## src/rtl/clock_pkg.sv

```systemverilog
// Shared types, limits and BCD helpers for the time-setting clock.
package clock_pkg;

    typedef enum logic [1:0] {
        RUN      = 2'd0,
        SET_HOUR = 2'd1,
        SET_MIN  = 2'd2
    } state_t;

    localparam int unsigned HOUR_MAX           = 23;
    localparam int unsigned MIN_MAX            = 59;
    localparam int unsigned SEC_MAX            = 59;
    localparam int unsigned DEB_CYCLES_DEFAULT = 50000;

    typedef struct packed {
        logic [3:0] tens;
        logic [3:0] ones;
    } bcd_pair_t;

    function automatic logic bcd_is_max(input bcd_pair_t v, input int unsigned max_val);
        return (v.tens == 4'(max_val / 10)) && (v.ones == 4'(max_val % 10));
    endfunction

    // Increment a two-digit BCD field, wrapping to 00 past max_val.
    function automatic bcd_pair_t bcd_inc(input bcd_pair_t v, input int unsigned max_val);
        bcd_pair_t r;
        if (bcd_is_max(v, max_val)) begin
            r = '0;
        end else if (v.ones == 4'd9) begin
            r.tens = v.tens + 4'd1;
            r.ones = 4'd0;
        end else begin
            r.tens = v.tens;
            r.ones = v.ones + 4'd1;
        end
        return r;
    endfunction

endpackage

```

## src/rtl/btn_debounce.sv

```systemverilog
// Raw button -> 2-flop synchronizer -> counting debouncer -> single-cycle press pulse.
module btn_debounce #(
    parameter int unsigned DEB_CYCLES = clock_pkg::DEB_CYCLES_DEFAULT
) (
    input  logic clk,
    input  logic rst_n,
    input  logic btn_raw,
    output logic press
);

    localparam int unsigned CW = (DEB_CYCLES > 1) ? $clog2(DEB_CYCLES) : 1;

    logic          sync1_q, sync1_d;
    logic          sync2_q, sync2_d;
    logic          level_q, level_d;
    logic          press_q, press_d;
    logic [CW-1:0] cnt_q, cnt_d;

    // Counter tracks consecutive samples disagreeing with the accepted level.
    always_comb begin
        sync1_d = btn_raw;
        sync2_d = sync1_q;
        level_d = level_q;
        cnt_d   = '0;
        if (sync2_q != level_q) begin
            if (cnt_q == CW'(DEB_CYCLES - 1)) begin
                level_d = sync2_q;
            end else begin
                cnt_d = cnt_q + 1'b1;
            end
        end
        press_d = level_d & ~level_q;
    end

    always_ff @(posedge clk or negedge rst_n) begin
        if (!rst_n) begin
            sync1_q <= 1'b0;
            sync2_q <= 1'b0;
            level_q <= 1'b0;
            press_q <= 1'b0;
            cnt_q   <= '0;
        end else begin
            sync1_q <= sync1_d;
            sync2_q <= sync2_d;
            level_q <= level_d;
            press_q <= press_d;
            cnt_q   <= cnt_d;
        end
    end

    assign press = press_q;

endmodule

```

## src/rtl/time_set_ctrl.sv

```systemverilog
// Clock time keeper with button-driven RUN / SET_HOUR / SET_MIN editing, BCD digit outputs.
module time_set_ctrl
    import clock_pkg::*;
#(
    parameter int unsigned DEB_CYCLES = DEB_CYCLES_DEFAULT
) (
    input  logic       clk,
    input  logic       rst,
    input  logic       tick_1hz,
    input  logic       btn_mode,
    input  logic       btn_inc,
    output logic [3:0] hour_tens,
    output logic [3:0] hour_ones,
    output logic [3:0] min_tens,
    output logic [3:0] min_ones,
    output logic [3:0] sec_tens,
    output logic [3:0] sec_ones,
    output logic [1:0] mode,
    output logic       blink
);

    logic mode_p, inc_p;

    btn_debounce #(.DEB_CYCLES(DEB_CYCLES)) u_deb_mode (
        .clk     (clk),
        .rst_n   (rst),
        .btn_raw (btn_mode),
        .press   (mode_p)
    );

    btn_debounce #(.DEB_CYCLES(DEB_CYCLES)) u_deb_inc (
        .clk     (clk),
        .rst_n   (rst),
        .btn_raw (btn_inc),
        .press   (inc_p)
    );

    state_t    state_q, state_d;
    bcd_pair_t hour_q, hour_d;
    bcd_pair_t min_q, min_d;
    bcd_pair_t sec_q, sec_d;
    logic      blink_q, blink_d;

    // A mode press always takes priority over inc and tick in the same cycle.
    always_comb begin
        state_d = state_q;
        hour_d  = hour_q;
        min_d   = min_q;
        sec_d   = sec_q;
        blink_d = blink_q;
        case (state_q)
            RUN: begin
                blink_d = 1'b0;
                if (mode_p) begin
                    state_d = SET_HOUR;
                    sec_d   = '0;
                end else if (tick_1hz) begin
                    sec_d = bcd_inc(sec_q, SEC_MAX);
                    if (bcd_is_max(sec_q, SEC_MAX)) begin
                        min_d = bcd_inc(min_q, MIN_MAX);
                        if (bcd_is_max(min_q, MIN_MAX)) begin
                            hour_d = bcd_inc(hour_q, HOUR_MAX);
                        end
                    end
                end
            end
            SET_HOUR: begin
                sec_d = '0;
                if (mode_p) begin
                    state_d = SET_MIN;
                    blink_d = 1'b0;
                end else begin
                    if (inc_p)    hour_d  = bcd_inc(hour_q, HOUR_MAX);
                    if (tick_1hz) blink_d = ~blink_q;
                end
            end
            SET_MIN: begin
                sec_d = '0;
                if (mode_p) begin
                    state_d = RUN;
                    blink_d = 1'b0;
                end else begin
                    if (inc_p)    min_d   = bcd_inc(min_q, MIN_MAX);
                    if (tick_1hz) blink_d = ~blink_q;
                end
            end
            default: begin
                state_d = RUN;
                blink_d = 1'b0;
            end
        endcase
    end

    always_ff @(posedge clk or negedge rst) begin
        if (!rst) begin
            state_q <= RUN;
            hour_q  <= '0;
            min_q   <= '0;
            sec_q   <= '0;
            blink_q <= 1'b0;
        end else begin
            state_q <= state_d;
            hour_q  <= hour_d;
            min_q   <= min_d;
            sec_q   <= sec_d;
            blink_q <= blink_d;
        end
    end

    assign hour_tens = hour_q.tens;
    assign hour_ones = hour_q.ones;
    assign min_tens  = min_q.tens;
    assign min_ones  = min_q.ones;
    assign sec_tens  = sec_q.tens;
    assign sec_ones  = sec_q.ones;
    assign mode      = state_q;
    assign blink     = blink_q;

endmodule

```

## config.mk

```make
export PLATFORM = sky130hd
export DESIGN_NAME = time_set_ctrl
export DESIGN_NICKNAME = d
export VERILOG_FILES = /design/src/rtl/clock_pkg.sv /design/src/rtl/btn_debounce.sv /design/src/rtl/time_set_ctrl.sv
export SDC_FILE = /design/constraint.sdc
export NUM_CORES = 1
export LEC_CHECK = 0
export BUFFER_PORTS_ARGS = -buffer_cell sky130_fd_sc_hd__buf_2
export CAP_MARGIN = 15
export CORE_ASPECT_RATIO = 0.7
export CORE_MARGIN = 10
export CORE_UTILIZATION = 45
export CTS_CLUSTER_DIAMETER = 60
export DETAILED_ROUTE_END_ITERATION = 8
export PLACE_DENSITY = 0.6
export SYNTH_ARGS = -nofsm -noshare
export SYNTH_HDL_FRONTEND = slang
export SYNTH_SLANG_ARGS = --single-unit
```

## constraint.sdc

```tcl
create_clock -name clk -period 3.1 [get_ports clk]
set_input_delay 0.155 -clock clk [delete_from_list [all_inputs] [get_ports clk]]
set_output_delay 0.155 -clock clk [all_outputs]
set_load 0.01 [all_outputs]
```

==> results by group <==
Yosys
  – #FFs+latches synth: 67
  – Simple-gate share of the synthesized area: 23.94%
  – Top-count cell post-synth: dfrtp_1
  – Multiplexer share of the synthesized area: 1.596%
  – EDFF count, synth: 0
  – Post-synthesis sequential area ratio: 49.74%
  – Synth Area in Adders: 7.053%
  – Compound-Gate Fraction of Synth Area: 7.275%
  – Synth Area in XOR/XNOR: 8.055%
  – Leading area contributor after synthesis: dfrtp_1
  – Avg Cell Area, Syn: 9.914 um2
  – Syn nets: 364
  – Synth Cell Area: 3371 um2
  – Largest family of logic cells by synthesized area: simple AND/OR/NAND/NOR gates
  – Synth area leaders: dfrtp_1, ha_1, nor2_1, xnor2_1, nand2_1
  – Yosys cell types: 41
  – Ys flop type: dfrtp_1
  – Syn Inst Count: 340
  – Post-synth top cells: dfrtp_1, nor2_1, nand2_1, ha_1, xnor2_1
  – Ys async rst share: 100.0%
  – Yosys warns: 0
  – Yosys top cell area share: 49.74%

Die
  – Core footprint: 7287 um2
  – Die Y: 92.41 um
  – Initial core utilization: 46.26%
  – # IOs: 32
  – Rows: 26
  – Die area: 11,410 um2
  – Die Width: 123.4 um

Job
  – Maxcap violations: 0

Timing
  – Final setup viols: 0
  – Final Hold Viols: 9
  – Hold WS: -0.01331 ns
  – Slew Viols, Final: 0
  – Worst-Margin Slew: 0.8463 ns
  – Clock skew: 0.008641 ns
  – Unrepaired setup endpoints after global routing: no
  – Slew HR: 43.58%
  – Tmin final: 2.324 ns
  – Fin crit share: 74.96%
  – F_max: 430.3 MHz
  – Fin Setup TNS: 0 ns

Worst setup path
  – Cell-by-cell trace of the critical path: inv_1 -> ha_1 -> or4b_4 -> o31ai_4 -> o221ai_2 -> or4_1 -> nand3_1
  – Worst path slowest cell: or4_1
  – Critical Path Max Stage Delay: 0.50 ns
  – WP data required: 3.38 ns
  – Kind of critical path: reg -> reg
  – CP Capture Type: flip-flop
  – Worst setup SP type: flip-flop
  – Max FO, Critical Path: 8
  – Critical Path AT: 2.61 ns

Layout
  – Area Overhead vs Synth: 14.14%
  – Footprint of the multi-input gates: 1615 um2
  – # diodes: 0
  – Layout cells sized above 1: 15.54%
  – Filler Cell Count: 662
  – Nets@finish: 405
  – FF+latch area: 1677 um2

Routing
  – Routed WL: 6.462 mm
  – DR WL/cell: 13.35 um
  – Drt pass-1 iters: 4
  – Remaining DRCs: 0
  – DRT iter0 DRCs: 206
  – DR vias/cell: 5.048
  – Post-DRT Antenna Nets: 0
  – Vias after detailed routing: 2,443

Clocking
  – CTS Root Cell: clkbuf_8
  – CTS Buf Count: 9
  – Clock Sinks: 67
  – CTS Hold Bufs: 2
  – CTS tree: done
  – Reg clk slew, reported paths: 0.07 ns
  – Clock buffer depth: 2
  – Cts repair resizes: 0
  – H-tree levels: 3
  – Worst-Skew Late Latency: 0.35 ns
  – Setup Fix Bufs, Post-CTS: 0

Placement
  – GP Congestion: 0.7448
  – Input/output buffers: 31
  – Hpwl dp: 4.489 mm

Min path
  – Hold WC Path Type: in -> async

GRT
  – Vias in the first global route: 2,425
  – Initial antenna violation count: 0
  – First-pass GRT wire length: 11.51 mm
  – Largest net degree at the start of global routing: 68
  – GRT Overall Usage: 12.47%
  – Grt ovf: 0

Power and ir drop
  – VDD IR max: 0.0003334 V
  – Tot Pwr: 1919 uW
  – Pwr/cell area: 498.8 nW/um2
  – Leakage: 0.001778 uW

Status
  – Failing checks: hold timing
  – Status: finished, violations left
## layer usage
layer | track usage, % | vias to the layer above | share of wire (%)
met5 | 0 | - | 0
met4 | 3.482 | 0 | 0.97
met3 | 5.033 | 8 | 5.7
met2 | 18.81 | 34 | 43
met1 | 16.17 | 1154 | 51
li1 | - | 1247 | -
## report_power, final
part / internal, uW / switching [uW]
Sequential: 932 / 70.3
Combinational: 106 / 140
Clock: 318 / 352
## final timing paths
kind                               startpoint            endpoint  slack [ns]  cells after the start
max                              hour_tens[0]        hour_tens[3]        0.78                      7
min reg2reg                u_deb_mode.sync1_q  u_deb_mode.sync2_q        0.35                      0
min in group clk                     tick_1hz               blink        0.20                      3
min                                       rst         sec_ones[3]       -0.01                      2
max in group asynchronous                 rst         min_tens[0]        2.56                      2
max reg2reg                      hour_tens[0]        hour_tens[3]        0.78                      7
## cell families after synthesis
group                      Yosys count
muxes                                5
DFF                                 67
AOI/OAI and AO/OA                   36
and+or+nand+nor                    161
buffers and inverters               21
adders and majority gates           19
xor gates and xnor gates            31
## sequential cells by signal (all words and copies together), names as in the netlist, 2 cells and up
register,cells
sec_ones,4
hour_tens,4
u_deb_mode.cnt_q,16
min_ones,4
sec_tens,4
u_deb_inc.cnt_q,16
min_tens,4
mode,2
hour_ones,4
## layout make-up
class / instances / share of cell area, %
flip-flops and latches: 67 / 43.58
multi-input cells: 252 / 41.98
clock buffers: 10 / 3.577
well taps: 98 / 3.187
clock inverters: 6 / 1.268
repair buffers: 34 / 4.748
inverters: 17 / 1.659
## worst max-delay path, delay by kind of cell, from the launching register on
family	cells	cell delay, ns
flops	1	0.43
compound gates	2	0.55
simple gates	3	1.06
fa+ha+maj	1	0.13
buf+inv	1	0.09
## cells in the final DEF, fill, tap and decap left out, drive strengths merged, types with 2 or more instances in the layout
cell type / Yosys / routed
mux2i: 2 / 2
or4b: 2 / 2
nor2b: 3 / 3
a31o: 2 / 2
inv: 17 / 19
o31ai: 7 / 7
nand3: 16 / 16
clkinvlp: 0 / 3
o21ai: 18 / 18
and3: 12 / 12
and3b: 2 / 2
nand4: 5 / 5
xnor2: 18 / 18
buf: 0 / 32
xor2: 13 / 13
nor3: 11 / 11
a21oi: 2 / 2
or2: 2 / 2
nand2b: 4 / 4
nand3b: 3 / 3
nor2: 53 / 53
a21o: 2 / 2
ha: 19 / 19
nor4: 2 / 2
dfrtp: 67 / 67
or4: 3 / 3
nand2: 31 / 31
nor3b: 4 / 4
clkbuf: 4 / 10
mux2: 3 / 3
dlygate4sd3: 0 / 2
nand4b: 2 / 2
nor4b: 3 / 3
or3: 2 / 2
## through the flow
stage	setup WS (ns)	cell area (um2)	cells	utilization (%)
detailed placement	0.8020	3641	466	49.97
finish	0.7763	3847	484	52.80
CTS	0.7911	3847	484	52.80
global route	0.5804	3847	484	52.80
global placement	0.8940	3641	466	49.97
floorplan	0.8643	3371	340	-
No activity file was read; power rests on OpenSTA's default activity.
